`config.mk`:
```
export PLATFORM = sky130hd
export DESIGN_NAME = ram_arbiter
export DESIGN_NICKNAME = d
export VERILOG_FILES = /design/src/rtl/ram_arbiter.sv
export SDC_FILE = /design/constraint.sdc
export NUM_CORES = 1
export LEC_CHECK = 0
export ABC_AREA = 0
export CAP_MARGIN = 30
export CELL_PAD_IN_SITES_DETAIL_PLACEMENT = 0
export CELL_PAD_IN_SITES_GLOBAL_PLACEMENT = 1
export CORE_MARGIN = 2
export CORE_UTILIZATION = 30
export DETAILED_ROUTE_END_ITERATION = 8
export PLACE_DENSITY = 0.92
export REMOVE_ABC_BUFFERS = 1
export SYNTH_ARGS = -nofsm -noshare
export SYNTH_HDL_FRONTEND = slang
export SYNTH_SLANG_ARGS = --single-unit
```
`constraint.sdc`:
```
create_clock -name clk_i -period 2.3 [get_ports clk_i]
set_clock_uncertainty 0.05 [all_clocks]
set_input_delay 0.23 -clock clk_i [delete_from_list [all_inputs] [get_ports clk_i]]
set_output_delay 0.23 -clock clk_i [all_outputs]
set_load 0.01 [all_outputs]
```
`src/rtl/ram_arbiter.sv`:
```
// ---------------------------------------------------------------------------
// ram_arbiter
//
// Lets two requesters share one single-port MCU RAM. The RAM has an
// asynchronous read and a synchronous byte-masked write.
//   m0 : CPU data port
//   m1 : debug / loader port (UART boot, DMA)
//
// The arbiter grants at most one access per cycle, and the grant is
// combinational. The winner drives the RAM port in the same cycle. Read data
// is captured into one shared register, so requesters see it one cycle after
// a read grant. A requester can hold lock_i high to keep ownership across
// several accesses, for example a read-modify-write or a burst.
//
// Optional feature (compile-time macro):
//   RAM_ARB_RR_EN : round-robin arbitration in IDLE. On a conflict the master
//                   that was not granted last wins. Without the macro, m0
//                   always wins conflicts and no last-grant state exists.
//
// Parameters
//   ADDR_WIDTH : word address width (RAM depth is 2**ADDR_WIDTH)
//   DATA_WIDTH : word width, fixed at 32 (4 byte enables)
//
// Ports
//   clk_i                   system clock, rising edge
//   rst_i                   synchronous reset, active-high
//   m0_*/m1_* req_i         access request, held until granted
//             we_i          1 = write, 0 = read
//             addr_i        word address
//             wdata_i       write data
//             be_i          byte enables, bit k = byte k
//             lock_i        keep ownership after this access
//             gnt_o         access accepted this cycle (combinational)
//             rvalid_o      read data valid (cycle after read grant)
//             rdata_o       registered read data (shared register)
//   ram_addr_o / ram_din_o  RAM address / write data
//   ram_we_o                RAM write enable, high only with a write grant
//   ram_be_o                RAM byte enables
//   ram_dout_i              RAM asynchronous read data
// ---------------------------------------------------------------------------
`timescale 1ns/1ps

module ram_arbiter #(
    parameter int ADDR_WIDTH = 12,
    parameter int DATA_WIDTH = 32
) (
    input  logic                      clk_i,
    input  logic                      rst_i,

    input  logic                      m0_req_i,
    input  logic                      m0_we_i,
    input  logic [ADDR_WIDTH-1:0]     m0_addr_i,
    input  logic [DATA_WIDTH-1:0]     m0_wdata_i,
    input  logic [DATA_WIDTH/8-1:0]   m0_be_i,
    input  logic                      m0_lock_i,
    output logic                      m0_gnt_o,
    output logic                      m0_rvalid_o,
    output logic [DATA_WIDTH-1:0]     m0_rdata_o,

    input  logic                      m1_req_i,
    input  logic                      m1_we_i,
    input  logic [ADDR_WIDTH-1:0]     m1_addr_i,
    input  logic [DATA_WIDTH-1:0]     m1_wdata_i,
    input  logic [DATA_WIDTH/8-1:0]   m1_be_i,
    input  logic                      m1_lock_i,
    output logic                      m1_gnt_o,
    output logic                      m1_rvalid_o,
    output logic [DATA_WIDTH-1:0]     m1_rdata_o,

    output logic [ADDR_WIDTH-1:0]     ram_addr_o,
    output logic [DATA_WIDTH-1:0]     ram_din_o,
    output logic                      ram_we_o,
    output logic [DATA_WIDTH/8-1:0]   ram_be_o,
    input  logic [DATA_WIDTH-1:0]     ram_dout_i
);

    localparam int BE_WIDTH = DATA_WIDTH / 8;

    typedef enum logic [1:0] {
        ST_IDLE  = 2'd0,
        ST_LOCK0 = 2'd1,
        ST_LOCK1 = 2'd2
    } state_e;

    state_e                  state_r;
    state_e                  state_nxt_s;

    logic                    gnt0_s;
    logic                    gnt1_s;
    logic                    acc_gnt_s;
    logic                    prefer_m1_s;

    logic                    win_we_s;
    logic [ADDR_WIDTH-1:0]   win_addr_s;
    logic [DATA_WIDTH-1:0]   win_din_s;
    logic [BE_WIDTH-1:0]     win_be_s;

    logic [ADDR_WIDTH-1:0]   addr_hold_r;
    logic [DATA_WIDTH-1:0]   din_hold_r;
    logic [DATA_WIDTH-1:0]   rdata_r;
    logic                    rvalid0_r;
    logic                    rvalid1_r;

`ifdef RAM_ARB_RR_EN
    // Last-grant flag: 1 means m1 was granted most recently. It resets to m1
    // so that m0 wins the first conflict after reset.
    logic                    last_gnt_m1_r;

    // Track the most recent grant, including grants made while locked.
    always_ff @(posedge clk_i) begin
        if (rst_i) begin
            last_gnt_m1_r <= 1'b1;
        end else if (gnt0_s) begin
            last_gnt_m1_r <= 1'b0;
        end else if (gnt1_s) begin
            last_gnt_m1_r <= 1'b1;
        end else begin
            last_gnt_m1_r <= last_gnt_m1_r;
        end
    end

    // On a conflict, prefer the master that was not granted last.
    assign prefer_m1_s = ~last_gnt_m1_r;
`else
    // Fixed priority: m0 always wins a conflict.
    assign prefer_m1_s = 1'b0;
`endif

    // Grant selection. In a locked state only the owner can be granted.
    // During reset nothing is granted, so no RAM write can occur.
    always_comb begin
        gnt0_s = 1'b0;
        gnt1_s = 1'b0;
        if (rst_i) begin
            gnt0_s = 1'b0;
            gnt1_s = 1'b0;
        end else begin
            case (state_r)
                ST_IDLE: begin
                    if (m0_req_i && m1_req_i) begin
                        if (prefer_m1_s) begin
                            gnt1_s = 1'b1;
                        end else begin
                            gnt0_s = 1'b1;
                        end
                    end else begin
                        gnt0_s = m0_req_i;
                        gnt1_s = m1_req_i;
                    end
                end
                ST_LOCK0: begin
                    gnt0_s = m0_req_i;
                end
                ST_LOCK1: begin
                    gnt1_s = m1_req_i;
                end
                default: begin
                    gnt0_s = 1'b0;
                    gnt1_s = 1'b0;
                end
            endcase
        end
    end

    // Lock FSM. A granted access with lock_i=1 takes or keeps ownership.
    // A granted access with lock_i=0 releases it. An owner that stops
    // requesting keeps the lock indefinitely.
    always_comb begin
        state_nxt_s = state_r;
        case (state_r)
            ST_IDLE: begin
                if (gnt0_s && m0_lock_i) begin
                    state_nxt_s = ST_LOCK0;
                end else if (gnt1_s && m1_lock_i) begin
                    state_nxt_s = ST_LOCK1;
                end else begin
                    state_nxt_s = ST_IDLE;
                end
            end
            ST_LOCK0: begin
                if (gnt0_s && !m0_lock_i) begin
                    state_nxt_s = ST_IDLE;
                end else begin
                    state_nxt_s = ST_LOCK0;
                end
            end
            ST_LOCK1: begin
                if (gnt1_s && !m1_lock_i) begin
                    state_nxt_s = ST_IDLE;
                end else begin
                    state_nxt_s = ST_LOCK1;
                end
            end
            default: begin
                state_nxt_s = ST_IDLE;
            end
        endcase
    end

    // FSM state register.
    always_ff @(posedge clk_i) begin
        if (rst_i) begin
            state_r <= ST_IDLE;
        end else begin
            state_r <= state_nxt_s;
        end
    end

    // Select the winning master's access attributes.
    always_comb begin
        acc_gnt_s  = gnt0_s | gnt1_s;
        win_we_s   = m0_we_i;
        win_addr_s = m0_addr_i;
        win_din_s  = m0_wdata_i;
        win_be_s   = m0_be_i;
        if (gnt1_s) begin
            win_we_s   = m1_we_i;
            win_addr_s = m1_addr_i;
            win_din_s  = m1_wdata_i;
            win_be_s   = m1_be_i;
        end else begin
            win_we_s   = m0_we_i;
            win_addr_s = m0_addr_i;
            win_din_s  = m0_wdata_i;
            win_be_s   = m0_be_i;
        end
    end

    // Remember the last winner's address and data. When no access is
    // granted, the RAM address and data stay put and do not follow the
    // requesters.
    always_ff @(posedge clk_i) begin
        if (rst_i) begin
            addr_hold_r <= {ADDR_WIDTH{1'b0}};
            din_hold_r  <= {DATA_WIDTH{1'b0}};
        end else if (acc_gnt_s) begin
            addr_hold_r <= win_addr_s;
            din_hold_r  <= win_din_s;
        end else begin
            addr_hold_r <= addr_hold_r;
            din_hold_r  <= din_hold_r;
        end
    end

    // Capture asynchronous RAM read data at the edge that ends a read grant.
    // The valid flag follows only the master that issued the read.
    always_ff @(posedge clk_i) begin
        if (rst_i) begin
            rdata_r   <= {DATA_WIDTH{1'b0}};
            rvalid0_r <= 1'b0;
            rvalid1_r <= 1'b0;
        end else begin
            rvalid0_r <= gnt0_s & ~m0_we_i;
            rvalid1_r <= gnt1_s & ~m1_we_i;
            if (acc_gnt_s && !win_we_s) begin
                rdata_r <= ram_dout_i;
            end else begin
                rdata_r <= rdata_r;
            end
        end
    end

    // RAM port. The write enable and byte enables are active only with a
    // grant. A write with be=0 is granted but changes nothing.
    assign ram_we_o   = acc_gnt_s & win_we_s;
    assign ram_be_o   = acc_gnt_s ? win_be_s   : {BE_WIDTH{1'b0}};
    assign ram_addr_o = acc_gnt_s ? win_addr_s : addr_hold_r;
    assign ram_din_o  = acc_gnt_s ? win_din_s  : din_hold_r;

    assign m0_gnt_o    = gnt0_s;
    assign m1_gnt_o    = gnt1_s;
    assign m0_rvalid_o = rvalid0_r;
    assign m1_rvalid_o = rvalid1_r;
    assign m0_rdata_o  = rdata_r;
    assign m1_rdata_o  = rdata_r;

endmodule

```
==> flow_metrics.py <==
metrics = {
    "sta": {
        "rsz0062_at_grt": "true",
        "min_period_ps": 2300,
        "final_hold_viol_count": 0,
        "post-route-period-util_pct": 100,
        "max_freq_mhz": 434,
        "finalMaxSlewViolations": 0,
        "finalWorstSetupSlack_ps": -1.79,
        "setup_violations": 1,
        "slew_headroom_pct": 62.6,
        "worst_pin_slew_ps": 560,
    },
    "clock_network": {
        "cts_buffers": 9,
        "root_buffer": "clkbuf_16",
        "h-tree-depth": 3,
        "path_clk_slew_ps": 60,
        "cts_tree": "done",
        "cts_sinks": 80,
        "cts_buffer_depth": 2,
        "cts_hold_buf": 0,
        "insertion_delay_ps": 340,
    },
    "power_and_ir_drop": {
        "p_clk_share_pct": 34.3,
        "leakagePower_nw": 3.19,
        "internal_power_mw": 3.30,
        "p_sw_share_pct": 28.2,
        "p_sw_mw": 1.30,
        "seq_power_share_pct": 34.4,
        "p_comb_share_pct": 31.3,
        "powerDensity_nw_per_um2": 586,
        "ir_drop_mv": 0.333,
        "total_power_mw": 4.60,
    },
    "layout": {
        "drive_above_1_share_pct": 10.9,
        "fin_cells": 996,
        "finish.utilization_pct": 49.4,
        "layout_common_cells": "clkdlybuf4s50_1 (225), nand2_1 (94), dfxtp_1 (79), inv_1 (46)",
        "n_antenna_cell": 0,
        "stdcell_area_um2": 7840,
        "syn2layout_area_growth_pct": 60.6,
        "final_nets": 912,
        "final_common_cell": "clkdlybuf4s50_1",
    },
    "synth": {
        "yosys.area_share.simple_pct": 20.0,
        "synth-seq-cells": 80,
        "synth_area_per_cell_um2": 8.48,
        "synth_compound_gate_area_share_pct": 22.8,
        "ys_seq_area_share_pct": 32.8,
        "synth_area_leaders": "dfxtp_1 (33%), mux2_4 (9.2%), a311oi_1 (7.9%)",
        "synth_edf_count": 0,
        "synth-xor-area-share_pct": 0,
        "synthCells": 576,
        "ys_types": 25,
        "yosysTopAreaCellShare_pct": 32.8,
        "synth_top_family_by_area": "compound AO/OA/AOI/OAI gates",
        "synthAdderAreaFrac_pct": 0,
        "synth.area.mux_share_pct": 9.89,
        "yosysTopAreaCell": "dfxtp_1",
        "async_flop_share_pct": 0,
        "yosysWarnings": 0,
        "synth_area_um2": 4880,
        "synth_flop_cell": "dfxtp_1",
    },
    "floorplan": {
        "initial_utilization_pct": 30.7,
        "core_um2": 15900,
        "fp-row-count": 46,
        "ios": 253,
        "dieArea_um2": 17300,
        "die_w_um": 132,
        "die_y_um": 132,
    },
    "min_path": {
        "min_path_type": "input port to flop",
    },
    "outcome": {
        "violations": "negative setup slack",
        "status": "finished with violations",
    },
    "drt": {
        "ant_nets": 0,
        "num_vias": 5009,
        "first_pass_iters": 6,
        "drc_errors": 0,
        "drt_wl_total_um": 16900,
        "wl_per_cell_um": 17.0,
        "vias_per_cell": 5.03,
        "first_iter_violations": 264,
    },
    "worst_setup_path": {
        "path_class": "flop to output pin",
        "setup.worst_path.start_class": "flop",
        "required_ps": 2020,
        "cp_max_fo": 14,
        "crit_arrival_ps": 2020,
        "end_kind": "output pin",
    },
    "global_route": {
        "grt_pass1_vias": 4870,
        "antenna_found_initial": 0,
        "grt_remaining_overflow": 0,
        "track_usage_pct": 18.7,
        "grt_max_degree": 58,
        "grt_pass1_wl_um": 26300,
    },
    "placed_design": {
        "gp_congestion": 0.774,
        "port_buffers": 252,
        "place_ws_ps": -58.3,
        "dpl.hpwl_um": 11600,
        "dpl-instance-area_um2": 7450,
        "dp.cells": 976,
    },
    "run": {
        "cap_violations": 0,
    },
}
[per-layer routing]
layer  wire length (µm)  global-route usage [%]  vias up
li1                   -                       -     2414
met1               7370                    23.3     2361
met2               8190                    32.0      222
met3               1170                    4.44       12
met4                195                    5.56        0
met5                  0                       0        -
[logic make-up after synthesis]
family / count (synthesis)
flip-flops: 80
buffers and inverters: 137
multiplexers: 33
AND/OR/NAND/NOR: 185
AO/OA/AOI/OAI: 141
[synth_stat cells (5+ instances only)]
| cell type | count |
|---|---|
| a21oi_1 | 6 |
| a311oi_1 | 44 |
| a31oi_1 | 44 |
| buf_2 | 23 |
| buf_4 | 37 |
| clkbuf_1 | 25 |
| dfxtp_1 | 80 |
| inv_1 | 46 |
| mux2_4 | 30 |
| nand2_1 | 94 |
| nand3_1 | 5 |
| nor2b_1 | 34 |
| nor3b_1 | 44 |
| o22a_1 | 44 |
[power by group through the flow]
| stage | registers [mW] | clock network (mW) | logic (mW) |
|---|---|---|---|
| after global placement | 1.61 | 0 | 1.43 |
| after detailed placement | 1.61 | 0 | 1.44 |
| after global routing | 1.60 | 1.68 | 1.54 |
| after floorplan | 1.65 | 0 | 0.548 |
| after CTS | 1.58 | 1.63 | 1.42 |
| final | 1.58 | 1.58 | 1.44 |
[worst paths after layout]
path | cells past startpoint | endpoint | slack, ps | from
min | 2 | din_hold_r[30]$_SDFF_PP0_ | 290 | rst_i
min reg2reg | 2 | din_hold_r[10]$_SDFF_PP0_ | 440 | din_hold_r[10]$_SDFF_PP0_
max reg2reg | 6 | m0_rdata_o[31]$_SDFFE_PP0P_ | 480 | state_r[0]$_SDFF_PP0_
max | 5 | ram_din_o[29] | -2 | state_r[0]$_SDFF_PP0_
[area by class of cell]
| type | instances | area, µm² |
|---|---|---|
| clock buffers | 9 | 225 |
| fillers | 1499 | 8040 |
| inverters | 46 | 173 |
| multi-input cells | 359 | 2600 |
| flip-flops and latches | 80 | 1600 |
| well taps | 216 | 270 |
| repair buffers | 280 | 2880 |
| clock inverters | 6 | 92.6 |
[flip-flops by register name (all words and copies together) (netlist names)]
signal	flops
din_hold_r	32
m0_rdata_o	32
addr_hold_r	12
state_r	2
m0_rvalid_o	1
m1_rvalid_o	1
[critical path, stage by stage, from the launching register on]
cell	delay, ps
dfxtp_1	350
nand2b_2	220
a21oi_4	210
buf_8	190
o22a_1	150
clkdlybuf4s50_1	550
[repair_timing]
| item | 4_1_cts | 5_1_grt |
|---|---|---|
| buffers inserted | 0 | 3 |
| gates resized for setup | 25 | 6 |
| pin swaps | 1 | 1 |
| gates cloned | 0 | 2 |
| endpoints found under the setup margin | 45 | 29 |
[per-stage QoR]
stage	hold WS, ps	TNS (ps)
finish	285	-1.79
global route	299	-1740
CTS	274	-1180
detailed placement	428	-1130
global placement	424	-744
floorplan	252	-295990
Note: power is estimated with default switching activity, not from simulation.
